--- config.mk ---
export PLATFORM = sky130hd
export DESIGN_NAME = mem_port_arbiter_flat
export DESIGN_NICKNAME = d
export VERILOG_FILES = /design/src/rtl/mem_port_arbiter_pkg.sv /design/src/rtl/mem_port_arbiter_if.sv /design/src/rtl/mem_port_arbiter_req_buffer.sv /design/src/rtl/mem_port_arbiter.sv /design/src/flat_wrapper.sv
export SDC_FILE = /design/constraint.sdc
export NUM_CORES = 1
export LEC_CHECK = 0
export BUFFER_PORTS_ARGS = -buffer_cell sky130_fd_sc_hd__buf_2
export CAP_MARGIN = 20
export CORE_UTILIZATION = 35
export DETAILED_ROUTE_END_ITERATION = 16
export MAX_ROUTING_LAYER = met4
export PLACE_DENSITY_LB_ADDON = 0.3
export SLEW_MARGIN = 20
export SYNTH_ARGS = -nofsm -noshare
export SYNTH_HDL_FRONTEND = slang
export SYNTH_SLANG_ARGS = --single-unit
--- constraint.sdc ---
create_clock -name clk -period 1.8 [get_ports clk]
set_clock_uncertainty 0.05 [all_clocks]
set_input_delay 0.09 -clock clk [delete_from_list [all_inputs] [get_ports clk]]
set_output_delay 0.09 -clock clk [all_outputs]
set_load 0.01 [all_outputs]
--- src/rtl/mem_port_arbiter_pkg.sv ---
// rtl/mem_port_arbiter_pkg.sv - shared widths and types for the memory port arbiter
package mem_port_arbiter_pkg;
  localparam int DATA_WIDTH  = 64;
  localparam int FETCH_WIDTH = 64;
  localparam int SIZE_W      = $clog2(FETCH_WIDTH / 8);

  typedef enum logic {IMEM = 1'b0, DMEM = 1'b1} e_mem_port;

  typedef enum logic [1:0] {IDLE, REQ, WAIT, RESP} e_arb_state;

  typedef struct packed {
    logic [DATA_WIDTH-1:0]  addr;
    logic                   we;
    logic [SIZE_W-1:0]      size;
    logic [FETCH_WIDTH-1:0] data;
  } mem_request;
endpackage

--- src/rtl/mem_port_arbiter_if.sv ---
// rtl/mem_port_arbiter_if.sv - core-port and memory-bus signal bundle for the arbiter
interface mem_port_arbiter_if;
  import mem_port_arbiter_pkg::*;

  logic                   imem_rd_en_i;
  logic [DATA_WIDTH-1:0]  imem_addr_i;
  logic                   imem_busy_o;
  logic                   imem_rdy_o;
  logic [FETCH_WIDTH-1:0] imem_rd_data_o;

  logic                   dmem_rd_en_i;
  logic                   dmem_wr_en_i;
  logic [DATA_WIDTH-1:0]  dmem_addr_i;
  logic [SIZE_W-1:0]      dmem_wr_size_i;
  logic [FETCH_WIDTH-1:0] dmem_wr_data_i;
  logic                   dmem_busy_o;
  logic                   dmem_rdy_o;
  logic [FETCH_WIDTH-1:0] dmem_rd_data_o;

  logic                   mem_req_o;
  logic                   mem_we_o;
  logic [DATA_WIDTH-1:0]  mem_addr_o;
  logic [SIZE_W-1:0]      mem_wr_size_o;
  logic [FETCH_WIDTH-1:0] mem_wr_data_o;
  logic                   mem_gnt_i;
  logic                   mem_rvalid_i;
  logic [FETCH_WIDTH-1:0] mem_rd_data_i;

  modport slave (
    input  imem_rd_en_i, imem_addr_i,
    output imem_busy_o, imem_rdy_o, imem_rd_data_o,
    input  dmem_rd_en_i, dmem_wr_en_i, dmem_addr_i, dmem_wr_size_i, dmem_wr_data_i,
    output dmem_busy_o, dmem_rdy_o, dmem_rd_data_o,
    output mem_req_o, mem_we_o, mem_addr_o, mem_wr_size_o, mem_wr_data_o,
    input  mem_gnt_i, mem_rvalid_i, mem_rd_data_i
  );

  modport master (
    output imem_rd_en_i, imem_addr_i,
    input  imem_busy_o, imem_rdy_o, imem_rd_data_o,
    output dmem_rd_en_i, dmem_wr_en_i, dmem_addr_i, dmem_wr_size_i, dmem_wr_data_i,
    input  dmem_busy_o, dmem_rdy_o, dmem_rd_data_o,
    input  mem_req_o, mem_we_o, mem_addr_o, mem_wr_size_o, mem_wr_data_o,
    output mem_gnt_i, mem_rvalid_i, mem_rd_data_i
  );
endinterface

--- src/rtl/mem_port_arbiter_req_buffer.sv ---
// rtl/mem_port_arbiter_req_buffer.sv - one-entry request buffer with busy flag
// next_valid/next_req look through a capture happening this cycle so the arbiter can grant it at once.
module mem_port_arbiter_req_buffer
  import mem_port_arbiter_pkg::*;
(
  input  logic       clk,
  input  logic       rst,
  input  logic       en,
  input  mem_request incoming,
  input  logic       clear,
  output logic       busy,
  output logic       next_valid,
  output mem_request next_req
);
  mem_request held;
  logic       capture;

  assign capture = en && !busy;

  always_ff @(posedge clk or negedge rst) begin
    if (!rst) begin
      busy <= 1'b0;
      held <= '0;
    end else if (capture) begin
      busy <= 1'b1;
      held <= incoming;
    end else if (clear) begin
      busy <= 1'b0;
    end
  end

  assign next_valid = busy || capture;
  assign next_req   = capture ? incoming : held;
endmodule

--- src/rtl/mem_port_arbiter.sv ---
// rtl/mem_port_arbiter.sv - merges imem and dmem ports onto one memory bus
// One transaction in flight at a time; ties are broken round-robin.
module mem_port_arbiter
  import mem_port_arbiter_pkg::*;
(
  input logic               clk,
  input logic               rst,
  mem_port_arbiter_if.slave bus
);
  mem_request imem_incoming, dmem_incoming, imem_next, dmem_next, pick_req;
  logic       imem_next_valid, dmem_next_valid, imem_clear, dmem_clear;
  e_arb_state state;
  e_mem_port  grant, last_grant, pick;

  assign imem_incoming = '{addr: bus.imem_addr_i, we: 1'b0,
                           size: {SIZE_W{1'b0}}, data: {FETCH_WIDTH{1'b0}}};
  assign dmem_incoming = '{addr: bus.dmem_addr_i, we: bus.dmem_wr_en_i,
                           size: bus.dmem_wr_size_i, data: bus.dmem_wr_data_i};

  mem_port_arbiter_req_buffer u_imem_buf (
    .clk(clk), .rst(rst), .en(bus.imem_rd_en_i), .incoming(imem_incoming),
    .clear(imem_clear), .busy(bus.imem_busy_o),
    .next_valid(imem_next_valid), .next_req(imem_next)
  );

  mem_port_arbiter_req_buffer u_dmem_buf (
    .clk(clk), .rst(rst), .en(bus.dmem_rd_en_i || bus.dmem_wr_en_i),
    .incoming(dmem_incoming), .clear(dmem_clear), .busy(bus.dmem_busy_o),
    .next_valid(dmem_next_valid), .next_req(dmem_next)
  );

  assign imem_clear = (state == RESP) && (grant == IMEM);
  assign dmem_clear = (state == RESP) && (grant == DMEM);

  always_comb begin
    pick = IMEM;
    if (imem_next_valid && dmem_next_valid) begin
      pick = (last_grant == IMEM) ? DMEM : IMEM;
    end else if (dmem_next_valid) begin
      pick = DMEM;
    end
    pick_req = (pick == DMEM) ? dmem_next : imem_next;
  end

  always_ff @(posedge clk or negedge rst) begin
    if (!rst) begin
      state              <= IDLE;
      grant              <= IMEM;
      last_grant         <= IMEM;
      bus.mem_req_o      <= 1'b0;
      bus.mem_we_o       <= 1'b0;
      bus.mem_addr_o     <= '0;
      bus.mem_wr_size_o  <= '0;
      bus.mem_wr_data_o  <= '0;
      bus.imem_rdy_o     <= 1'b0;
      bus.dmem_rdy_o     <= 1'b0;
      bus.imem_rd_data_o <= '0;
      bus.dmem_rd_data_o <= '0;
    end else begin
      bus.imem_rdy_o <= 1'b0;
      bus.dmem_rdy_o <= 1'b0;
      case (state)
        IDLE: begin
          if (imem_next_valid || dmem_next_valid) begin
            grant <= pick;
            if (imem_next_valid && dmem_next_valid) last_grant <= pick;
            bus.mem_req_o     <= 1'b1;
            bus.mem_we_o      <= pick_req.we;
            bus.mem_addr_o    <= pick_req.addr;
            bus.mem_wr_size_o <= pick_req.size;
            bus.mem_wr_data_o <= pick_req.data;
            state             <= REQ;
          end
        end
        REQ: begin
          if (bus.mem_gnt_i) begin
            bus.mem_req_o <= 1'b0;
            state         <= WAIT;
          end
        end
        WAIT: begin
          if (bus.mem_rvalid_i) begin
            if (grant == IMEM) begin
              bus.imem_rdy_o     <= 1'b1;
              bus.imem_rd_data_o <= bus.mem_rd_data_i;
            end else begin
              bus.dmem_rdy_o <= 1'b1;
              if (!bus.mem_we_o) bus.dmem_rd_data_o <= bus.mem_rd_data_i;
            end
            state <= RESP;
          end
        end
        RESP: state <= IDLE;
        default: state <= IDLE;
      endcase
    end
  end
endmodule

--- src/flat_wrapper.sv ---
// flat-port wrapper written by rule: the top's interface ports become plain ports
module mem_port_arbiter_flat import mem_port_arbiter_pkg::*;
  (clk, rst, bus_imem_rd_en_i, bus_imem_addr_i, bus_imem_busy_o, bus_imem_rdy_o, bus_imem_rd_data_o, bus_dmem_rd_en_i, bus_dmem_wr_en_i, bus_dmem_addr_i, bus_dmem_wr_size_i, bus_dmem_wr_data_i, bus_dmem_busy_o, bus_dmem_rdy_o, bus_dmem_rd_data_o, bus_mem_req_o, bus_mem_we_o, bus_mem_addr_o, bus_mem_wr_size_o, bus_mem_wr_data_o, bus_mem_gnt_i, bus_mem_rvalid_i, bus_mem_rd_data_i);
  mem_port_arbiter_if bus_i ();
  input logic clk;
  input logic rst;
  input wire logic [$bits(bus_i.imem_rd_en_i)-1:0] bus_imem_rd_en_i;
  input wire logic [$bits(bus_i.imem_addr_i)-1:0] bus_imem_addr_i;
  output wire logic [$bits(bus_i.imem_busy_o)-1:0] bus_imem_busy_o;
  output wire logic [$bits(bus_i.imem_rdy_o)-1:0] bus_imem_rdy_o;
  output wire logic [$bits(bus_i.imem_rd_data_o)-1:0] bus_imem_rd_data_o;
  input wire logic [$bits(bus_i.dmem_rd_en_i)-1:0] bus_dmem_rd_en_i;
  input wire logic [$bits(bus_i.dmem_wr_en_i)-1:0] bus_dmem_wr_en_i;
  input wire logic [$bits(bus_i.dmem_addr_i)-1:0] bus_dmem_addr_i;
  input wire logic [$bits(bus_i.dmem_wr_size_i)-1:0] bus_dmem_wr_size_i;
  input wire logic [$bits(bus_i.dmem_wr_data_i)-1:0] bus_dmem_wr_data_i;
  output wire logic [$bits(bus_i.dmem_busy_o)-1:0] bus_dmem_busy_o;
  output wire logic [$bits(bus_i.dmem_rdy_o)-1:0] bus_dmem_rdy_o;
  output wire logic [$bits(bus_i.dmem_rd_data_o)-1:0] bus_dmem_rd_data_o;
  output wire logic [$bits(bus_i.mem_req_o)-1:0] bus_mem_req_o;
  output wire logic [$bits(bus_i.mem_we_o)-1:0] bus_mem_we_o;
  output wire logic [$bits(bus_i.mem_addr_o)-1:0] bus_mem_addr_o;
  output wire logic [$bits(bus_i.mem_wr_size_o)-1:0] bus_mem_wr_size_o;
  output wire logic [$bits(bus_i.mem_wr_data_o)-1:0] bus_mem_wr_data_o;
  input wire logic [$bits(bus_i.mem_gnt_i)-1:0] bus_mem_gnt_i;
  input wire logic [$bits(bus_i.mem_rvalid_i)-1:0] bus_mem_rvalid_i;
  input wire logic [$bits(bus_i.mem_rd_data_i)-1:0] bus_mem_rd_data_i;
  assign bus_i.imem_rd_en_i = bus_imem_rd_en_i;
  assign bus_i.imem_addr_i = bus_imem_addr_i;
  assign bus_imem_busy_o = bus_i.imem_busy_o;
  assign bus_imem_rdy_o = bus_i.imem_rdy_o;
  assign bus_imem_rd_data_o = bus_i.imem_rd_data_o;
  assign bus_i.dmem_rd_en_i = bus_dmem_rd_en_i;
  assign bus_i.dmem_wr_en_i = bus_dmem_wr_en_i;
  assign bus_i.dmem_addr_i = bus_dmem_addr_i;
  assign bus_i.dmem_wr_size_i = bus_dmem_wr_size_i;
  assign bus_i.dmem_wr_data_i = bus_dmem_wr_data_i;
  assign bus_dmem_busy_o = bus_i.dmem_busy_o;
  assign bus_dmem_rdy_o = bus_i.dmem_rdy_o;
  assign bus_dmem_rd_data_o = bus_i.dmem_rd_data_o;
  assign bus_mem_req_o = bus_i.mem_req_o;
  assign bus_mem_we_o = bus_i.mem_we_o;
  assign bus_mem_addr_o = bus_i.mem_addr_o;
  assign bus_mem_wr_size_o = bus_i.mem_wr_size_o;
  assign bus_mem_wr_data_o = bus_i.mem_wr_data_o;
  assign bus_i.mem_gnt_i = bus_mem_gnt_i;
  assign bus_i.mem_rvalid_i = bus_mem_rvalid_i;
  assign bus_i.mem_rd_data_i = bus_mem_rd_data_i;
  mem_port_arbiter u_core (.clk(clk), .rst(rst), .bus(bus_i));
endmodule
==> flow_metrics.env <==
export IMPL_crit_type="register to register"
export IMPL_critPathCapture="u_core.bus.mem_addr_o[9]"
export IMPL_synthTopCellsByArea="dfrtp_1, mux2_2, a221oi_1"
export IMPL_drive_gt1_share_pct=39.1
export IMPL_cts_max_level=2
export IMPL_synth_top_family_by_area="multiplexers"
export IMPL_fmax_mhz=518
export IMPL_via_per_inst=5.03
export IMPL_dieArea_um2=65400
export IMPL_ant_nets=0
export IMPL_p_total_mw=56.8
export IMPL_tightest_slew_ps=748
export IMPL_synth_xor_area_share_pct=0.0389
export IMPL_min_period_ps=1930
export IMPL_syn_avg_cell_area_um2=12.7
export IMPL_worstPathArrival_ps=2380
export IMPL_dp_cells=3094
export IMPL_stdcell_count=3499
export IMPL_synth_cell_types=32
export IMPL_clockBufferDepth=3
export IMPL_core_area_um2=63300
export IMPL_port_buffers=530
export IMPL_gp_congestion=0.875
export IMPL_die_h_um=256
export IMPL_die_w_um=256
export IMPL_slew_headroom_pct=50.0
export IMPL_vias=17600
export IMPL_row_count=92
export IMPL_grt_overflow_total=0
export IMPL_syn_to_final_growth_pct=42.9
export IMPL_synthMuxAreaShare_pct=15.8
export IMPL_finalSetupViolCount=133
export IMPL_synth_top_flop_cell="dfrtp_1"
export IMPL_drv_slew=0
export IMPL_ios=531
export IMPL_power_density_nw_per_um2=1760
export IMPL_drc=0
export IMPL_end_kind="register"
export IMPL_grt_pass1_vias=18500
export IMPL_first_pass_iters=7
export IMPL_crit_required_ps=2250
export IMPL_synth_top_cell_area_share_pct=59.2
export IMPL_cts_tree="yes"
export IMPL_synth_fp_nets=2045
export IMPL_hp_class="input pin to register"
export IMPL_r2r_start="u_core.u_dmem_buf.busy"
export IMPL_period_share_pct=107
export IMPL_drt_iter0_drc=960
export IMPL_ir_drop_uv=1050
export IMPL_r2r_slack_ps=-130
export IMPL_synth_ff_latch_count=533
export IMPL_max_cap_viol_count=0
export IMPL_crit_path_max_fanout=25
export IMPL_violations="setup timing"
export IMPL_wirelength_um=68500
export IMPL_grt_antenna_before_repair=8
export IMPL_synth_edf_count=0
export IMPL_synth_compound_area_share_pct=14.3
export IMPL_clkSinkCount=533
export IMPL_synth_warnings=0
export IMPL_p_leak_nw=16.8
export IMPL_grt_max_degree=82
export IMPL_syn_inst=1774
export IMPL_critical_path_startpoint="u_core.u_dmem_buf.busy"
export IMPL_drt_wirelength_per_cell_um=19.6
export IMPL_setup_ws_ps=-130
export IMPL_design_area_um2=32200
export IMPL_final_net_count=2872
export IMPL_clk_latency_ps=610
export IMPL_synthAdderAreaFrac_pct=0.278
export IMPL_hold_viol=0
export IMPL_grt_pass1_wl_um=105000
export IMPL_synth_area_um2=22500
export IMPL_start_util_pct=35.6
export IMPL_numCtsBuffers=58
export IMPL_rsz0062_at_grt="true"
export IMPL_critPathLaunchType="register"
export IMPL_synth_area_leader_cell="dfrtp_1"
export IMPL_synthArstFlopShare_pct=100
export IMPL_path_clk_slew_ps=60
export IMPL_status="finished with violations"
export IMPL_r2r_cells=7
export IMPL_placed_cell_area_um2=26800
export IMPL_grt_usage_pct=20.7
export IMPL_synth_seq_area_share_pct=59.2
export IMPL_cts_root_buffer="clkbuf_16"
export IMPL_yosys_area_share_simple_pct=5.28
export IMPL_dpl_hpwl_um=43700
export IMPL_r2r_end="u_core.bus.mem_addr_o[9]"
==> Yosys cell counts (7+ instances only) <==
| master | count |
|---|---|
| o31ai_1 | 131 |
| clkbuf_1 | 71 |
| a221oi_1 | 131 |
| nand2_1 | 72 |
| dfrtp_1 | 533 |
| inv_1 | 137 |
| buf_1 | 7 |
| buf_2 | 63 |
| a21o_1 | 131 |
| nand2b_1 | 134 |
| mux2_2 | 259 |
| mux2i_1 | 64 |
==> worst min-delay path by stage <==
stage | from | end | cells past startpoint
floorplan | rst | u_core.bus.dmem_rd_data_o[0] | 0
global placement | rst | u_core.u_imem_buf.held[80] | 1
detailed placement | rst | u_core.u_imem_buf.held[84] | 1
CTS | bus_dmem_rd_en_i | u_core.state[0] | 6
global route | bus_dmem_rd_en_i | u_core.state[0] | 6
finish | bus_dmem_rd_en_i | u_core.state[0] | 6
==> flip-flops by register name, summed over array words and instances (netlist names) <==
name / count
u_core.bus.mem_we_o: 1
u_core.last_grant: 1
u_core.bus.mem_addr_o: 64
u_core.bus.dmem_rdy_o: 1
u_core.bus.dmem_rd_data_o: 64
u_core.u_dmem_buf.held: 132
u_core.bus.mem_req_o: 1
u_core.bus.imem_rdy_o: 1
u_core.grant: 1
u_core.u_imem_buf.busy: 1
u_core.bus.mem_wr_data_o: 64
u_core.bus.imem_rd_data_o: 64
u_core.u_dmem_buf.busy: 1
u_core.bus.mem_wr_size_o: 3
u_core.u_imem_buf.held: 132
u_core.state: 2
==> cells in the final DEF (no fill, tap or decap), types with 2 or more instances in the layout <==
cell type / Yosys / layout
bufinv_16: 0 / 4
mux2_2: 259 / 259
buf_6: 0 / 7
buf_2: 63 / 529
inv_1: 137 / 137
nor2_1: 3 / 2
clkinv_4: 0 / 2
dfrtp_1: 533 / 532
nand2b_1: 134 / 132
o31ai_2: 0 / 6
nor3_1: 2 / 2
buf_8: 0 / 6
clkbuf_8: 0 / 11
a221oi_2: 0 / 16
buf_12: 0 / 40
a31oi_1: 2 / 2
buf_4: 5 / 45
dlygate4sd3_1: 0 / 268
nand2_1: 72 / 71
clkbuf_16: 0 / 69
mux2i_1: 64 / 64
buf_16: 0 / 7
a221oi_1: 131 / 115
o31ai_1: 131 / 124
diode_2: 0 / 8
inv_6: 0 / 2
a21oi_1: 2 / 2
o21ai_4: 1 / 2
nand2b_4: 0 / 2
nor2b_1: 2 / 2
clkbuf_1: 71 / 11
ha_1: 5 / 4
a21o_1: 131 / 131
o21ai_0: 5 / 5
clkinv_2: 0 / 14
==> logic make-up (layout without fill, tap and decap cells) <==
kind of cell               Yosys count  in the layout
AOI/OAI and AO/OA                  408            408
xor gates and xnor gates             1              1
adders and majority gates            5              5
buffers and inverters              283           1154
DFF                                533            533
muxes                              323            323
other                                0              8
and+or+nand+nor                    221            221
==> through the flow <==
stage | util (%) | hold WS [ps] | worst slack, ps | setup TNS [ps]
6_report | 50.9 | 48.7 | -130 | -10550
3_5_place_dp | 42.4 | 47.9 | -151 | -12380
4_1_cts | 49.9 | 2.45 | -119 | -9310
3_3_place_gp | 42.4 | 43.4 | -104 | -5620
2_1_floorplan | - | -256 | -30.9 | -1540
5_1_grt | 50.9 | 37.1 | -184 | -18620
==> power breakdown <==
part / total, mW / internal [mW] / switching, mW / leakage [nW]
combinational: 25.1 / 12.5 / 12.6 / 9.31
clock: 11.9 / 7.01 / 4.87 / 0.948
sequential: 19.8 / 17.3 / 2.50 / 6.58
==> critical path: stages, from the launching register on <==
cell	delay [ps]
dfrtp_4	470
or3_4	380
o21ai_4	160
buf_12	140
buf_12	180
buf_12	180
a221oi_1	70
a21o_1	180
==> metal layers <==
layer	part of all wire [%]	up-vias	global-route usage, %
li1	-	8016	-
met1	40	8881	24.2
met2	51	557	34.9
met3	4.7	162	3.81
met4	4.3	0	9.08
met5	0	-	-
==> timing repair <==
item,CTS,global route
hold buffers,269,0
endpoints found under the setup margin,162,155
pin swaps,1,2
buffers inserted,1,11
gates cloned,2,10
resized for setup,11,40
endpoints found under the hold margin,980,0
==> cell type report <==
cell class / count / area (µm²)
antenna: 8 / 20.0
clock buffer: 81 / 1670
clock inverter: 23 / 233
fill: 5484 / 31100
inverter: 137 / 514
multi-input combinational: 958 / 8250
sequential: 533 / 13300
tap: 846 / 1060
timing repair buffer: 913 / 7110
(Power assumes the default switching activity.)
